--- config.mk ---
export PLATFORM = sky130hd
export DESIGN_NAME = run_check_ctrl
export DESIGN_NICKNAME = d
export VERILOG_FILES = /design/src/rtl/run_check_pkg.sv /design/src/rtl/halt_detector.sv /design/src/rtl/run_check_ctrl.sv
export SDC_FILE = /design/constraint.sdc
export NUM_CORES = 1
export LEC_CHECK = 0
export CORE_UTILIZATION = 30
export DETAILED_ROUTE_END_ITERATION = 10
export SETUP_SLACK_MARGIN = 0.4
export SLEW_MARGIN = 20
export SYNTH_ARGS = -nofsm -noshare
export SYNTH_HDL_FRONTEND = slang
export SYNTH_HIERARCHICAL = 1
export SYNTH_SLANG_ARGS = --single-unit
--- constraint.sdc ---
create_clock -name clk -period 5.25 [get_ports clk]
set_input_delay 0.7875 -clock clk [delete_from_list [all_inputs] [get_ports clk]]
set_output_delay 0.7875 -clock clk [all_outputs]
set_load 0.005 [all_outputs]
--- src/rtl/run_check_pkg.sv ---
// rtl/run_check_pkg.sv - shared state type and default constants for the run/check controller
package run_check_pkg;

    localparam int DEF_XLEN         = 32;
    localparam int DEF_NUM_CHECKS   = 8;
    localparam int DEF_RESET_CYCLES = 2;
    localparam int DEF_MAX_CYCLES   = 100;
    localparam int DEF_HALT_REPEAT  = 4;

    typedef enum logic [2:0] {
        IDLE,
        HOLD_RST,
        RUN,
        CHECK_ADDR,
        CHECK_CMP,
        DONE
    } run_state_t;

endpackage

--- src/rtl/halt_detector.sv ---
// rtl/halt_detector.sv - flags a CPU halt once the monitored PC stays unchanged long enough
module halt_detector #(
    parameter int XLEN        = 32,
    parameter int HALT_REPEAT = 4
) (
    input  logic            clk,
    input  logic            reset,
    input  logic            clear,
    input  logic [XLEN-1:0] pc,
    output logic            halted
);

    localparam int CW = $clog2(HALT_REPEAT + 1);

    logic [XLEN-1:0] prev_pc;
    logic            valid;
    logic [CW-1:0]   rep_cnt;
    logic [CW-1:0]   rep_next;

    // The first cycle after clear has no previous PC, so it only captures.
    always_comb begin
        rep_next = '0;
        if (valid && (pc == prev_pc)) begin
            rep_next = (rep_cnt == CW'(HALT_REPEAT - 1)) ? rep_cnt : rep_cnt + 1'b1;
        end
    end

    assign halted = !clear && valid && (rep_next == CW'(HALT_REPEAT - 1));

    always_ff @(posedge clk or posedge reset) begin
        if (reset) begin
            valid   <= 1'b0;
            prev_pc <= '0;
            rep_cnt <= '0;
        end else if (clear) begin
            valid   <= 1'b0;
            rep_cnt <= '0;
        end else begin
            valid   <= 1'b1;
            prev_pc <= pc;
            rep_cnt <= rep_next;
        end
    end

endmodule

--- src/rtl/run_check_ctrl.sv ---
// rtl/run_check_ctrl.sv - resets and runs a CPU until halt or timeout, then checks registers
module run_check_ctrl
    import run_check_pkg::*;
#(
    parameter int XLEN         = DEF_XLEN,
    parameter int NUM_CHECKS   = DEF_NUM_CHECKS,
    parameter int RESET_CYCLES = DEF_RESET_CYCLES,
    parameter int MAX_CYCLES   = DEF_MAX_CYCLES,
    parameter int HALT_REPEAT  = DEF_HALT_REPEAT
) (
    input  logic                              clk,
    input  logic                              reset,
    input  logic                              start,
    input  logic                              cfg_we,
    input  logic [$clog2(NUM_CHECKS)-1:0]     cfg_idx,
    input  logic                              cfg_en,
    input  logic [4:0]                        cfg_reg,
    input  logic [XLEN-1:0]                   cfg_val,
    input  logic [XLEN-1:0]                   pc_mon,
    output logic                              cpu_resetn,
    output logic [4:0]                        dbg_addr,
    input  logic [XLEN-1:0]                   dbg_data,
    output logic                              done,
    output logic                              pass,
    output logic                              timeout,
    output logic [$clog2(NUM_CHECKS+1)-1:0]   fail_count,
    output logic [$clog2(NUM_CHECKS)-1:0]     first_fail_idx,
    output logic [XLEN-1:0]                   cycles_run
);

    localparam int IW = $clog2(NUM_CHECKS);
    localparam int RW = $clog2(RESET_CYCLES + 1);

    run_state_t state, state_next;

    logic [IW-1:0]         idx;
    logic [RW-1:0]         hold_cnt;
    logic [NUM_CHECKS-1:0] chk_en;
    logic [4:0]            chk_reg [NUM_CHECKS];
    logic [XLEN-1:0]       chk_val [NUM_CHECKS];

    logic            idle_like;
    logic            cfg_write;
    logic            launch;
    logic            halted;
    logic [XLEN-1:0] cycles_inc;
    logic            budget_hit;
    logic            last_idx;
    logic            mismatch;

    assign idle_like  = (state == IDLE) || (state == DONE);
    // A table write takes the cycle; a coincident start is dropped.
    assign cfg_write  = idle_like && cfg_we;
    assign launch     = idle_like && start && !cfg_we;
    assign cycles_inc = (cycles_run == XLEN'(MAX_CYCLES)) ? cycles_run : cycles_run + 1'b1;
    assign budget_hit = (cycles_inc == XLEN'(MAX_CYCLES));
    assign last_idx   = (idx == IW'(NUM_CHECKS - 1));
    assign mismatch   = (dbg_data != chk_val[idx]);

    halt_detector #(
        .XLEN        (XLEN),
        .HALT_REPEAT (HALT_REPEAT)
    ) u_halt_detector (
        .clk    (clk),
        .reset  (reset),
        .clear  (state != RUN),
        .pc     (pc_mon),
        .halted (halted)
    );

    always_comb begin
        state_next = state;
        case (state)
            IDLE, DONE: if (launch) state_next = HOLD_RST;
            HOLD_RST:   if (hold_cnt == RW'(RESET_CYCLES - 1)) state_next = RUN;
            RUN:        if (halted || budget_hit) state_next = CHECK_ADDR;
            CHECK_ADDR: begin
                if (chk_en[idx])   state_next = CHECK_CMP;
                else if (last_idx) state_next = DONE;
            end
            CHECK_CMP:  state_next = last_idx ? DONE : CHECK_ADDR;
            default:    state_next = IDLE;
        endcase
    end

    always_ff @(posedge clk or posedge reset) begin
        if (reset) state <= IDLE;
        else       state <= state_next;
    end

    always_ff @(posedge clk or posedge reset) begin
        if (reset) begin
            idx            <= '0;
            hold_cnt       <= '0;
            timeout        <= 1'b0;
            fail_count     <= '0;
            first_fail_idx <= '0;
            cycles_run     <= '0;
        end else begin
            case (state)
                IDLE, DONE: begin
                    if (launch) begin
                        idx            <= '0;
                        hold_cnt       <= '0;
                        timeout        <= 1'b0;
                        fail_count     <= '0;
                        first_fail_idx <= '0;
                        cycles_run     <= '0;
                    end
                end
                HOLD_RST: hold_cnt <= hold_cnt + 1'b1;
                RUN: begin
                    cycles_run <= cycles_inc;
                    if (!halted && budget_hit) timeout <= 1'b1;
                end
                CHECK_ADDR: begin
                    if (!chk_en[idx] && !last_idx) idx <= idx + 1'b1;
                end
                CHECK_CMP: begin
                    if (mismatch) begin
                        fail_count <= fail_count + 1'b1;
                        if (fail_count == '0) first_fail_idx <= idx;
                    end
                    if (!last_idx) idx <= idx + 1'b1;
                end
                default: ;
            endcase
        end
    end

    always_ff @(posedge clk or posedge reset) begin
        if (reset)          chk_en          <= '0;
        else if (cfg_write) chk_en[cfg_idx] <= cfg_en;
    end

    always_ff @(posedge clk) begin
        if (cfg_write) begin
            chk_reg[cfg_idx] <= cfg_reg;
            chk_val[cfg_idx] <= cfg_val;
        end
    end

    // The CPU stays out of reset through checking and DONE so its registers survive.
    assign cpu_resetn = (state == RUN) || (state == CHECK_ADDR) ||
                        (state == CHECK_CMP) || (state == DONE);
    assign done       = (state == DONE);
    assign pass       = done && (fail_count == '0) && !timeout;
    assign dbg_addr   = (state == CHECK_ADDR) ? chk_reg[idx] : 5'd0;

endmodule

# --- Yosys cells after proc, flatten, opt, wreduce, memory -nomap -nowiden ---
# Memory sizes are Yosys's and may differ from the RTL's.
# Cells that the tools add are included.
classes:
  addsub: 5
  magnitude_cmp: 3
  n_eq_ne: 23
  muxes: 37
  n_reduce_logical: 36
ops:
  columns: ["op", "count"]
  rows:
  - ["32-bit by 7-bit == test with 1-bit output, second input constant", 2]
  - ["32-bit two-way mux", 2]
  - ["32-bit one-hot mux with 2 select lines", 1]
  - ["3-bit two-way mux", 14]
  - ["32-bit by 1-bit adder with 32-bit output, second input constant", 1]
  - ["32-bit == test", 1]
  - ["32-bit inequality test", 1]
  - ["2-bit inequality test, second input constant", 8]
  - ["3-bit one-hot mux with 5 select lines", 1]
  - ["3-bit by 2-bit == test with 1-bit output, second input constant", 4]
  - ["4-bit AND reduction", 3]
  - ["1-bit logical AND", 11]
  - ["3-bit == test, second input constant", 3]
  - ["3-bit one-hot mux with 3 select lines", 1]
  - ["8-bit bitwise mux", 1]
  - ["3-bit by 4-bit less-than comparator with 1-bit output, second input constant", 2]
  - ["4-bit two-way mux", 2]
  - ["4-bit one-hot mux with 2 select lines", 1]
  - ["1-bit two-way mux", 7]
  - ["3-bit by 1-bit adder with 3-bit output, second input constant", 2]
  - ["1-bit logical NOT", 6]
  - ["3-bit one-hot mux with 2 select lines", 1]
  - ["3-bit AND reduction", 2]
  - ["2-bit nonzero test", 3]
  - ["other kinds (19)", 24]
word_totals:
  reg_bits: 92
  mem_bits_rw: 296
  out_inout_bits: 48
  n_memories: 2
mem_list:
  columns: ["memory", "words", "word_bits", "rd", "rd_clocked_by_memory_dff", "write_ports", "line_no", "text"]
  rows:
  - ["chk_val", 8, 32, 1, 0, 1, "run_check_ctrl.sv:40", "logic [XLEN-1:0] chk_val [NUM_CHECKS];"]
  - ["chk_reg", 8, 5, 1, 0, 1, "run_check_ctrl.sv:39", "logic [4:0] chk_reg [NUM_CHECKS];"]

# --- Logic depth before layout (Yosys ltp) ---
depth:
  ltp_word: 9
  depth_mapped: 13
  ltp_nobuf: 10

# --- Cells and area by module ---
# Netlist, hierarchy kept.
modules_own_cells:
  columns: ["mod", "instances", "cells_each", "area_each_um2", "seq_area_each_um2"]
  rows:
  - ["run_check_ctrl", 1, 990, 15240.9, 10289.9]
  - ["halt_detector", 1, 148, 1856.8, 900.9]

# --- Worst setup path before layout ---
# Ideal clock, no wire load.
synth_timing:
  path_kind: "register to register"
  from: "register state[0]"
  to: "register chk_en[0]"
  setup_time_ns: 0.126
  arrival_ns: 4.127
  t_required_ns: 5.124
  setup_slack_ns: 0.998
  stages_incl_launch_ff: 7
  cell_sequence: "dfrtp_1 -> clkbuf_1 -> xor2_1 -> nor2_1 -> nand3b_1 -> nor3_1 -> mux2_2"
synth_via:
  elab_chain_len: 3
synth_lines:
  columns: ["item", "line_no", "text"]
  rows:
  - ["start, declared", "run_check_ctrl.sv:34", "run_state_t state, state_next;"]
  - ["start signal, assigned", "run_check_ctrl.sv:88", "else state <= state_next;"]
  - ["3-bit == test or 3-bit logical NOT (tied branches)", "run_check_ctrl.sv:51", "assign idle_like = (state == IDLE) || (state == DONE);"]
  - ["1-bit logical OR *", "run_check_ctrl.sv:51", null]
  - ["1-bit logical AND *", "run_check_ctrl.sv:53", "assign cfg_write = idle_like && cfg_we;"]
  - ["end signal, assigned by index", "run_check_ctrl.sv:133", "else if (cfg_write) chk_en[cfg_idx] <= cfg_en;"]
  - ["end, declared", "run_check_ctrl.sv:38", "logic [NUM_CHECKS-1:0] chk_en;"]
# Every way passes the cells marked *; elsewhere a longest branch is shown, timed or not.
# A chain may end at the register's enable or synchronous reset.

# --- Worst setup path in the final report ---
layout_timing:
  from: "register idx[1]"
  to: "output dbg_addr[3]"
layout_via:
  elab_chain_len: 2
layout_lines:
  columns: ["item", "line_no", "text"]
  rows:
  - ["start, declared", "run_check_ctrl.sv:36", "logic [IW-1:0] idx;"]
  - ["start signal, assigned", "run_check_ctrl.sv:117", "if (!chk_en[idx] && !last_idx) idx <= idx + 1'b1;"]
  - ["start signal, assigned", "run_check_ctrl.sv:124", "if (!last_idx) idx <= idx + 1'b1;"]
  - ["memory read 8 x 5 bit", null, null]
  - ["5-bit two-way mux", "run_check_ctrl.sv:148", "assign dbg_addr = (state == CHECK_ADDR) ? chk_reg[idx] : 5'd0;"]
  - ["end, declared", "run_check_ctrl.sv:21", "output logic [4:0] dbg_addr,"]
# No other way between the ends.

==> reports/results.tsv <==
metric	value	unit
relSlewSlack	0.334	
yosysUniqueCellTypes	66	
seqPwrFrac	0.421	
drv_slew	0	
power_density	445	nW/um^2
via_count	10400	
required	4.46	ns
htreeDepth	2	
fp.dieArea	58000	sq um
r2r_slack	1.52	ns
rsz0062_at_grt	false	
hp-class	register to register	
yosysTopAreaCell	edfxtp_1	
dr.first_iter.drc_count	842	
synth_edf_count	296	
tritoncts	yes	
cts_hold_buf	0	
drive_above_1_share	0.154	
crit_path_end_kind	output pin	
gp_congestion	0.822	
synthCells	1138	
die_y	241	microns
timing.final.ws_setup	1.02	ns
clock_sinks	388	
hold_viol_final	0	
synth_top_family_by_area	multiplexers	
max_freq	236	MHz
cts_buffers	43	
grt_max_degree	83	
regArea	11200	sq um
regToRegEndpoint	first_fail_idx[2]	
outcome	finished clean	
cts_resized	0	
nNetsFinal	1416	
fillers	5400	
num_rows	87	
ys_ff_latch	388	
switching_share	0.310	
finalClockSkew	0.0159	ns
core-area	56400	sq um
ys.flop_type	edfxtp_1	
worst-setup-path-type	register to output pin	
fin_tns_setup	0	ns
rr_startpoint	idx[1]	
synth-adder-area-share	0.00585	
p_int	6410	uW
power.switching	2870	uW
finalSetupViolCount	0	
grt_pass1_vias	10400	
io_buffers	156	
multi_input_area	5560	sq um
cp_max_fo	54	
crit_slowest_cell	dfrtp_4	
synth_area_leaders	edfxtp_1 52%, dfrtp_1 13%, mux4_2 7.1%	
clock_latency	0.58	ns
critPathLaunchType	register	
ir_worst_vdd	0.294	mV
grt_remaining_overflow	0	
synth_xor_area_frac	0.0307	
start_util	0.303	
clkSlewWorstSetupHoldPaths	0.06	ns
antenna_found_initial	4	
hold-path-endpoint	chk_en[3]	
dp_hpwl	27600	microns
ant_nets	0	
syn_area_per_cell	15.0	sq um
root_buffer	clkbuf_16	
crit_path_max_incr_delay	1.05	ns
max-cap-violations	0	
min_period	4.23	ns
pre_cts_ws	1.47	ns
min_path_cells	1	
leakage	0.00707	uW
largest_reg_flops	256	
min_from	chk_en[3]	
cp.arrival	3.44	ns
ys_seq_area_frac	0.655	
wire_per_inst	20.4	microns
postSynthNetCount	1255	
cts_max_path_buffers	3	
p_comb_frac	0.266	
synth.most_common_cell	edfxtp_1	
period_share	0.806	
rr_worst_depth	9	
drt_pass1_iterations	5	
cts_setup_buffers	0	
netlist_area	17100	sq um
tightest_slew	0.996	ns
synth_mux_area_frac	0.139	
vias_per_cell	4.96	
wirelength	42600	microns
power_frac_clock	0.312	
pin_count	157	
crit_chain	buf_4 > mux4_2 > nand2_1 > a21oi_1 > clkdlybuf4s50_1	
synth_compound_area_frac	0.0634	
netlist.area_leader.share	0.520	
drc	0	
grt_usage	0.149	
die_w	241	microns
yosysWarnings	6	
async_reset_ff_frac	0.237	
grt_pass1_wl	64500	microns
ys_top_cells_by_count	296 x edfxtp_1, 92 x dfrtp_1, 73 x nand2_1, 72 x mux2i_1, 56 x nor2_1	
yosys.area_share.simple	0.0830	
area_growth	22.1	%
[power by group through the flow]
stage | combinational (uW) | sequential (uW) | clock (uW)
global placement | 2470 | 3960 | 0
floorplan | 1850 | 3800 | 0
detailed placement | 2510 | 3980 | 0
CTS | 2520 | 3920 | 2980
finish | 2470 | 3910 | 2900
global route | 2700 | 3970 | 3090
[per-stage QoR]
step                power [uW]  instance area (sq um)  hold WS (ns)  std cells  utilization
detailed placement        6480                  19500         0.494       2010        0.346
global route              9760                  20900         0.528       2087        0.370
finish                    9280                  20900         0.504       2088        0.370
floorplan                 5650                  17100         0.465       1138            -
global placement          6440                  19500         0.485       2010        0.346
CTS                       9410                  20900         0.508       2087        0.370
[cell families after synthesis]
logic type,count (synthesis)
buf+inv,89
compound gates,163
simple gates,265
flops,388
mux,165
fa+ha+maj,8
xor+xnor,60
[metal layers]
layer  up-vias  global-route usage  part of all wire
li1       4744                   -                 -
met1      5229               0.204              0.45
met2       318               0.237              0.46
met3        62              0.0333             0.068
met4         6              0.0435             0.019
met5         -                   0           0.00094
[placed cells by master (no fill, tap or decap), drive strengths merged, types with 29 or more instances in the layout]
cell,n
clkdlybuf4s50,156
nor2,56
clkbuf,52
o21ai,50
mux4,54
nand3,31
mux2,39
nand2,73
mux2i,72
edfxtp,296
dfrtp,92
xor2,37
inv,29
[critical path, delay by kind of cell, from the launching register on]
kind            cells  cell delay, ns
buf+inv             2            1.18
simple gates        1            0.05
compound gates      1            0.24
flops               1            1.05
mux                 1            0.31
[worst max-delay path by stage]
stage / start / endpoint / slack [ns] / cells after the start
finish: idx[1] / dbg_addr[3] / 1.02 / 5
floorplan: state[0] / chk_en[0] / 1.0 / 6
global route: idx[1] / dbg_addr[3] / 0.78 / 5
global placement: idx[1] / dbg_addr[3] / 1.49 / 5
CTS: idx[1] / dbg_addr[3] / 0.85 / 5
detailed placement: idx[1] / first_fail_idx[2] / 1.47 / 9
[area by class of cell]
class,count,area share
antenna,1,0.000120
clock buffer,52,0.0537
clock inverter,25,0.0102
sequential,388,0.536
tap,756,0.0453
inverter,25,0.00450
timing repair buffer,180,0.0834
multi-input combinational,661,0.266
(Power assumes the default switching activity.)
